`config.mk`:
```
export PLATFORM = sky130hd
export DESIGN_NAME = adc_serial_frame_aligner_flat
export DESIGN_NICKNAME = d
export VERILOG_FILES = /design/src/rtl/adc_serial_pkg.sv /design/src/rtl/adc_serial_frame_aligner_if.sv /design/src/rtl/adc_lane_bitslip.sv /design/src/rtl/adc_serial_frame_aligner.sv /design/src/flat_wrapper.sv
export SDC_FILE = /design/constraint.sdc
export NUM_CORES = 1
export LEC_CHECK = 0
export ABC_AREA = 1
export CORE_ASPECT_RATIO = 0.5
export CORE_MARGIN = 2
export CORE_UTILIZATION = 50
export CTS_CLUSTER_DIAMETER = 120
export DETAILED_ROUTE_END_ITERATION = 12
export GPL_ROUTABILITY_DRIVEN = 1
export PLACE_DENSITY = 0.77
export SLEW_MARGIN = 20
export SYNTH_ARGS = -nofsm -noshare
export SYNTH_HDL_FRONTEND = slang
export SYNTH_SLANG_ARGS = --single-unit
```
`constraint.sdc`:
```
create_clock -name clk_i -period 2.6 [get_ports clk_i]
set_clock_uncertainty 0.2 [all_clocks]
set_input_delay 0.26 -clock clk_i [delete_from_list [all_inputs] [get_ports clk_i]]
set_output_delay 0.26 -clock clk_i [all_outputs]
set_load 0.01 [all_outputs]
```
`src/rtl/adc_serial_pkg.sv`:
```
// Shared constants, alignment FSM states and the sample bit-interleave decode
// for the 2-lane-per-channel ADC serial receiver.
package adc_serial_pkg;

  localparam int c_NB_CH    = 4;
  localparam int c_LANE_W   = 8;
  localparam int c_SAMPLE_W = 14;

  typedef enum logic [1:0] {
    SEARCH,
    SETTLE,
    VERIFY,
    LOCKED
  } align_state_t;

  // Odd lane carries the odd sample bits, even lane the even ones; bit 0 of
  // each lane word is a pad bit.
  function automatic logic signed [c_SAMPLE_W-1:0] f_decode_sample(
    input logic [c_LANE_W-1:0] o,
    input logic [c_LANE_W-1:0] e
  );
    return {o[7], e[7], o[6], e[6], o[5], e[5], o[4], e[4],
            o[3], e[3], o[2], e[2], o[1], e[1]};
  endfunction

endpackage

```
`src/rtl/adc_serial_frame_aligner_if.sv`:
```
// Lane-word inputs and decoded/status outputs of the frame aligner.
interface adc_serial_frame_aligner_if;
  import adc_serial_pkg::*;

  logic [c_LANE_W-1:0]          fr_word_i;
  logic [c_NB_CH*c_LANE_W-1:0]  dat_odd_i;
  logic [c_NB_CH*c_LANE_W-1:0]  dat_even_i;
  logic                         rescan_i;
  logic [c_NB_CH*16-1:0]        samples_o;
  logic                         samples_valid_o;
  logic                         synced_o;
  logic [2:0]                   bitslip_o;
  logic [7:0]                   loss_cnt_o;

  // SERDES/stimulus side
  modport master (
    output fr_word_i, dat_odd_i, dat_even_i, rescan_i,
    input  samples_o, samples_valid_o, synced_o, bitslip_o, loss_cnt_o
  );

  // Aligner side
  modport slave (
    input  fr_word_i, dat_odd_i, dat_even_i, rescan_i,
    output samples_o, samples_valid_o, synced_o, bitslip_o, loss_cnt_o
  );

endinterface

```
`src/rtl/adc_lane_bitslip.sv`:
```
// One lane of fabric bitslip: keeps the last two received words and picks the
// 8-bit window that starts k bits into the older word.
module adc_lane_bitslip
  import adc_serial_pkg::*;
(
  input  logic                clk_i,
  input  logic                rst_i,
  input  logic [c_LANE_W-1:0] word_i,
  input  logic [2:0]          k_i,
  output logic [c_LANE_W-1:0] aligned_o
);

  logic [c_LANE_W-1:0]   w_cur_p0;
  logic [c_LANE_W-1:0]   w_prev_p1;
  logic [2*c_LANE_W-1:0] window;
  logic [3:0]            lsb;

  // Two-deep word history; cleared so a fresh search starts from known state
  always_ff @(posedge clk_i) begin
    if (rst_i) begin
      w_cur_p0  <= '0;
      w_prev_p1 <= '0;
    end else begin
      w_cur_p0  <= word_i;
      w_prev_p1 <= w_cur_p0;
    end
  end

  // window[15-k : 8-k]
  assign window    = {w_prev_p1, w_cur_p0};
  assign lsb       = 4'd8 - {1'b0, k_i};
  assign aligned_o = window[lsb +: c_LANE_W];

endmodule

```
`src/rtl/adc_serial_frame_aligner.sv`:
```
// Frame aligner for the 4-channel, 2-lane-per-channel ADC serial stream.
// Searches the bit offset at which the frame lane shows the frame pattern,
// applies it to all data lanes and reassembles the 14-bit samples.
module adc_serial_frame_aligner
  import adc_serial_pkg::*;
#(
  parameter logic [7:0] g_FRAME_PATTERN = 8'hF0,
  parameter int         g_LOCK_CNT      = 16,
  parameter int         g_LOSS_CNT      = 4,
  parameter int         g_SETTLE        = 4
) (
  input logic                       clk_i,
  input logic                       rst_i,
  adc_serial_frame_aligner_if.slave bus
);

  localparam int LOCK_W   = $clog2(g_LOCK_CNT + 1);
  localparam int LOSS_W   = $clog2(g_LOSS_CNT + 1);
  localparam int SETTLE_W = $clog2(g_SETTLE + 1);

  align_state_t          state_q;
  logic [2:0]            k;
  logic [LOCK_W-1:0]     good_cnt;
  logic [LOSS_W-1:0]     bad_cnt;
  logic [SETTLE_W-1:0]   settle_cnt;
  logic                  synced_r;
  logic                  valid_r;
  logic [7:0]            loss_cnt_r;
  logic                  frame_ok;

  logic [c_LANE_W-1:0]   fr_aligned;
  logic [c_LANE_W-1:0]   odd_aligned  [c_NB_CH];
  logic [c_LANE_W-1:0]   even_aligned [c_NB_CH];
  logic [c_NB_CH*16-1:0] samples_p2;

  adc_lane_bitslip u_fr_lane (
    .clk_i     (clk_i),
    .rst_i     (rst_i),
    .word_i    (bus.fr_word_i),
    .k_i       (k),
    .aligned_o (fr_aligned)
  );

  for (genvar c = 0; c < c_NB_CH; c++) begin : g_ch
    adc_lane_bitslip u_odd_lane (
      .clk_i     (clk_i),
      .rst_i     (rst_i),
      .word_i    (bus.dat_odd_i[c*c_LANE_W +: c_LANE_W]),
      .k_i       (k),
      .aligned_o (odd_aligned[c])
    );
    adc_lane_bitslip u_even_lane (
      .clk_i     (clk_i),
      .rst_i     (rst_i),
      .word_i    (bus.dat_even_i[c*c_LANE_W +: c_LANE_W]),
      .k_i       (k),
      .aligned_o (even_aligned[c])
    );
  end

  assign frame_ok = (fr_aligned == g_FRAME_PATTERN);

  // Decode stage: aligned lane pairs to left-justified 16-bit samples
  always_ff @(posedge clk_i) begin
    if (rst_i) begin
      samples_p2 <= '0;
    end else begin
      for (int c = 0; c < c_NB_CH; c++) begin
        samples_p2[16*c +: 16] <= {f_decode_sample(odd_aligned[c], even_aligned[c]), 2'b00};
      end
    end
  end

  // Alignment FSM; sync flags are decided from the same window as the samples
  // registered alongside, so valid needs no extra delay
  always_ff @(posedge clk_i) begin
    if (rst_i) begin
      state_q    <= SEARCH;
      k          <= '0;
      good_cnt   <= '0;
      bad_cnt    <= '0;
      settle_cnt <= '0;
      synced_r   <= 1'b0;
      valid_r    <= 1'b0;
      loss_cnt_r <= '0;
    end else if (bus.rescan_i) begin
      state_q    <= SEARCH;
      good_cnt   <= '0;
      bad_cnt    <= '0;
      settle_cnt <= '0;
      synced_r   <= 1'b0;
      valid_r    <= 1'b0;
    end else begin
      case (state_q)
        SEARCH: begin
          if (frame_ok) begin
            good_cnt <= LOCK_W'(1);
            state_q  <= VERIFY;
          end else begin
            k          <= k + 3'd1;
            settle_cnt <= '0;
            state_q    <= SETTLE;
          end
        end
        SETTLE: begin
          if (settle_cnt == SETTLE_W'(g_SETTLE - 1)) begin
            state_q <= SEARCH;
          end else begin
            settle_cnt <= settle_cnt + SETTLE_W'(1);
          end
        end
        VERIFY: begin
          if (!frame_ok) begin
            k          <= k + 3'd1;
            settle_cnt <= '0;
            state_q    <= SETTLE;
          end else if (good_cnt == LOCK_W'(g_LOCK_CNT - 1)) begin
            bad_cnt  <= '0;
            synced_r <= 1'b1;
            valid_r  <= 1'b1;
            state_q  <= LOCKED;
          end else begin
            good_cnt <= good_cnt + LOCK_W'(1);
          end
        end
        LOCKED: begin
          if (frame_ok) begin
            bad_cnt <= '0;
          end else if (bad_cnt == LOSS_W'(g_LOSS_CNT - 1)) begin
            bad_cnt  <= '0;
            synced_r <= 1'b0;
            valid_r  <= 1'b0;
            state_q  <= SEARCH;
            if (loss_cnt_r != 8'hFF) begin
              loss_cnt_r <= loss_cnt_r + 8'd1;
            end
          end else begin
            bad_cnt <= bad_cnt + LOSS_W'(1);
          end
        end
        default: state_q <= SEARCH;
      endcase
    end
  end

  assign bus.samples_o       = samples_p2;
  assign bus.samples_valid_o = valid_r;
  assign bus.synced_o        = synced_r;
  assign bus.bitslip_o       = k;
  assign bus.loss_cnt_o      = loss_cnt_r;

endmodule

```
`src/flat_wrapper.sv`:
```
// flat-port wrapper written by rule: the top's interface ports become plain ports
module adc_serial_frame_aligner_flat import adc_serial_pkg::*;
#(
  parameter logic [7:0] g_FRAME_PATTERN = 8'hF0,
  parameter int         g_LOCK_CNT      = 16,
  parameter int         g_LOSS_CNT      = 4,
  parameter int         g_SETTLE        = 4
)
  (clk_i, rst_i, bus_fr_word_i, bus_dat_odd_i, bus_dat_even_i, bus_rescan_i, bus_samples_o, bus_samples_valid_o, bus_synced_o, bus_bitslip_o, bus_loss_cnt_o);
  adc_serial_frame_aligner_if bus_i ();
  input logic clk_i;
  input logic rst_i;
  input wire logic [$bits(bus_i.fr_word_i)-1:0] bus_fr_word_i;
  input wire logic [$bits(bus_i.dat_odd_i)-1:0] bus_dat_odd_i;
  input wire logic [$bits(bus_i.dat_even_i)-1:0] bus_dat_even_i;
  input wire logic [$bits(bus_i.rescan_i)-1:0] bus_rescan_i;
  output wire logic [$bits(bus_i.samples_o)-1:0] bus_samples_o;
  output wire logic [$bits(bus_i.samples_valid_o)-1:0] bus_samples_valid_o;
  output wire logic [$bits(bus_i.synced_o)-1:0] bus_synced_o;
  output wire logic [$bits(bus_i.bitslip_o)-1:0] bus_bitslip_o;
  output wire logic [$bits(bus_i.loss_cnt_o)-1:0] bus_loss_cnt_o;
  assign bus_i.fr_word_i = bus_fr_word_i;
  assign bus_i.dat_odd_i = bus_dat_odd_i;
  assign bus_i.dat_even_i = bus_dat_even_i;
  assign bus_i.rescan_i = bus_rescan_i;
  assign bus_samples_o = bus_i.samples_o;
  assign bus_samples_valid_o = bus_i.samples_valid_o;
  assign bus_synced_o = bus_i.synced_o;
  assign bus_bitslip_o = bus_i.bitslip_o;
  assign bus_loss_cnt_o = bus_i.loss_cnt_o;
  adc_serial_frame_aligner #(.g_FRAME_PATTERN(g_FRAME_PATTERN), .g_LOCK_CNT(g_LOCK_CNT), .g_LOSS_CNT(g_LOSS_CNT), .g_SETTLE(g_SETTLE)) u_core (.clk_i(clk_i), .rst_i(rst_i), .bus(bus_i));
endmodule
```
==> flow_metrics.py <==
metrics = {
    "pwr": {
        "power_mw": 9.26,
        "power.density_nw_per_um2": 701,
        "p_leak_nw": 5.86,
        "ir_worst_vdd_v": 0.000322,
    },
    "die": {
        "core_sq_um": 20800,
        "dieArea_sq_um": 22800,
        "rows": 37,
        "die_x_um": 212,
        "initial_utilization_pct": 51.8,
        "dieHeight_um": 108,
        "ios": 152,
    },
    "place": {
        "place_area_sq_um": 12500,
        "gp_congestion": 0.925,
        "dpl.hpwl_mm": 21.6,
        "dpl_worst_slack_ns": 0.188,
        "port_buffers": 143,
        "dp_cells": 1954,
    },
    "routing": {
        "vias_per_cell": 5.22,
        "wl_per_cell_um": 15.3,
        "wl_met1_mm": 14.9,
        "ant_nets": 0,
        "top_layer_used": "met4",
        "drc": 0,
        "drt_iter0_drc": 1091,
        "vias": 10400,
        "wl_mm": 30.5,
        "firstDrtPassIters": 6,
        "wl_met3_mm": 3.28,
        "wl_met2_mm": 12.0,
    },
    "critical_path": {
        "critical_path_required_ns": 2.78,
        "worstPathMaxFanout": 24,
        "cpMaxStageDelayCell": "dfxtp_4",
        "crit_arrival_ns": 2.59,
        "path_common_cell": "nand2_1",
        "max_stage_delay_ns": 0.36,
        "crit_chain": "inv_2 -> buf_4 -> nand2_1 -> nand2_1 -> nand2_1 -> nand2_1 -> inv_1 -> nand2_1 -> nand2_1 -> a21oi_1 -> nor2_2 -> buf_4 -> nand3_4 -> nor2_2 -> or2_1 -> and2_1",
        "start_kind": "register",
        "crit_family": "simple AND/OR/NAND/NOR gates",
        "path_buf_inv": 4,
        "cp-end-kind": "register",
        "critPathKind": "reg2reg",
    },
    "sta": {
        "tightest_slew_ns": 0.606,
        "fin_crit_sh_pct": 92.4,
        "maxSlewHeadroom_pct": 59.6,
        "layout_setup_ws_ns": 0.197,
        "min_period_ns": 2.40,
        "setup_violations": 0,
        "slew_viol_final": 0,
        "max_freq_mhz": 416,
        "rsz0062_at_grt": "false",
        "hold_violations": 0,
        "tns_ns": 0,
    },
    "yosys": {
        "synth_fa_ha_area_share_pct": 0.928,
        "synth_top_family_by_area": "simple AND/OR/NAND/NOR gates",
        "synth_seq_area_share_pct": 41.8,
        "syn_inst": 1608,
        "muxShareOfSynthArea_pct": 2.04,
        "async_flop_share_pct": 0,
        "synth_edf_count": 0,
        "synthSimpleGateAreaFrac_pct": 26.1,
        "synth-xor-area-share_pct": 0.731,
        "ys_seq_elements": 225,
        "syn_avg_cell_area_sq_um": 6.71,
        "synth_compound_area_share_pct": 17.2,
        "syn_area_sq_um": 10800,
        "synth_flop_cell": "dfxtp_1",
        "synth_warnings": 0,
        "yosysUniqueCellTypes": 35,
    },
    "global_routing": {
        "grt_antenna_before_repair": 0,
        "grt_start_max_net_pins": 118,
        "grt_pass1_vias": 9360,
        "grt-ovfl-total": 0,
        "grt_pass1_wl_mm": 48.6,
        "grt.total_usage_pct": 26.7,
    },
    "run": {
        "drv_cap": 0,
    },
    "finish": {
        "instances_no_fill": 1993,
        "fin_area_sq_um": 13200,
        "final_common_cell": "nand2_1",
        "fin_nets": 1789,
        "area_growth_pct": 22.5,
        "layout-drive-gt1-share_pct": 6.28,
        "diodes": 0,
        "layout_common_cells": "nand2_1 (377), dfxtp_1 (223), nor2_1 (187), inv_1 (181), a21oi_1 (166)",
    },
    "clocking": {
        "clk_pin_slew_worst_paths_ns": 0.07,
        "cts_buffers": 20,
        "htreeDepth": 1,
        "clock-sinks": 225,
        "cts_root_buf": "clkbuf_16",
        "cts_buffer_depth": 3,
        "clk_latency_ns": 0.51,
        "cts_tree": "built",
    },
    "worst_hold_path": {
        "hold_path.class": "in2reg",
    },
    "outcome": {
        "outcome": "finished clean",
    },
}
[repair_timing]
action | CTS | global route
hold endpoints to repair | 7 | 0
gates resized for setup | 0 | 6
hold buffers | 1 | 0
buffers inserted | 0 | 1
setup endpoints to repair | 0 | 13
[worst register-to-register path: cells and delay by family, from the launching register on]
family / cells / cell delay, ns
compound gates: 1 / 0.15
buf+inv: 4 / 0.52
flops: 1 / 0.36
simple gates: 11 / 1.07
[cell usage after synthesis, types with 2 or more instances]
cell	n	share of area [%]
o21ai_0	164	7.6
and3_1	3	0.17
or2_2	10	0.58
buf_4	10	0.70
nand3_1	78	3.6
buf_1	6	0.21
nand2_2	4	0.23
nand4_1	6	0.35
nand2_1	379	13
nor3_1	3	0.14
xor2_1	9	0.73
dfxtp_1	225	42
nand2_4	2	0.21
o21ai_1	9	0.42
a21oi_1	166	7.7
nor2_2	3	0.17
nor2_1	187	6.5
ha_1	8	0.93
buf_6	4	0.42
inv_2	4	0.14
a311oi_1	2	0.16
clkbuf_1	76	2.6
buf_2	18	0.84
nand3_2	3	0.28
inv_1	181	6.3
o211ai_1	18	1.3
mux2i_1	22	2.0
[cells by family (layout without fill, tap and decap cells)]
| group | Yosys count | count (layout) |
|---|---|---|
| AND/OR/NAND/NOR | 684 | 685 |
| AO/OA/AOI/OAI | 359 | 359 |
| buffers and inverters | 300 | 404 |
| flip-flops | 225 | 225 |
| multiplexers | 22 | 22 |
| XOR/XNOR | 9 | 9 |
| adder cells (fa/ha/maj) | 8 | 8 |
| other | 1 | 8 |
[path summary, 6_finish.rpt]
check / from / endpoint / slack [ns] / cells after the start
worst max-delay path: u_core.bus.bitslip_o[0]$_SDFFE_PP0P_ / u_core.good_cnt[1]$_SDFFE_PP0P_ / 0.20 / 16
worst min register to register: u_core.g_ch[3].u_odd_lane.w_cur_p0[0]$_SDFF_PP0_ / u_core.g_ch[3].u_odd_lane.w_prev_p1[0]$_SDFF_PP0_ / 0.20 / 2
worst max register to register: u_core.bus.bitslip_o[0]$_SDFFE_PP0P_ / u_core.good_cnt[1]$_SDFFE_PP0P_ / 0.20 / 16
worst min-delay path: bus_dat_even_i[5] / u_core.g_ch[0].u_even_lane.w_cur_p0[5]$_SDFF_PP0_ / 0.06 / 3
[state kept, by name, summed over array words and instances, names as in the netlist]
signal                             count
u_core.bad_cnt                         3
u_core.bus.bitslip_o                   3
u_core.bus.loss_cnt_o                  8
u_core.bus.samples_o                  56
u_core.bus.synced_o                    1
u_core.g_ch.u_even_lane.w_cur_p0      32
u_core.g_ch.u_even_lane.w_prev_p1     32
u_core.g_ch.u_odd_lane.w_cur_p0       32
u_core.g_ch.u_odd_lane.w_prev_p1      32
u_core.good_cnt                        5
u_core.settle_cnt                      3
u_core.state_q                         2
u_core.u_fr_lane.w_cur_p0              8
u_core.u_fr_lane.w_prev_p1             8
[area by class of cell]
type	count	area [sq um]
fill	1901	7620
multi-input combinational	1091	5120
sequential	225	4510
timing repair buffer	182	1870
inverter	186	698
clock buffer	26	553
tap	273	342
clock inverter	10	114
[layer usage]
metal	track usage (%)	vias to the layer above
met4	3.97	0
met3	6.07	24
li1	-	5263
met1	41.7	4642
met2	37.1	470
met5	0	-
[stage by stage]
stage	utilization (%)	hold slack (ns)
after floorplan	-	0.167
after global placement	60.0	0.196
after detailed placement	60.0	0.194
after CTS	63.3	0.0541
after global routing	63.4	0.0656
final	63.4	0.0639
[power by group]
| group | total (mW) | internal [mW] | switching (mW) |
|---|---|---|---|
| Clock | 3.01 | 1.71 | 1.30 |
| Combinational | 2.42 | 0.971 | 1.45 |
| Sequential | 3.82 | 3.69 | 0.134 |
Note: power is estimated with default switching activity, not from simulation.
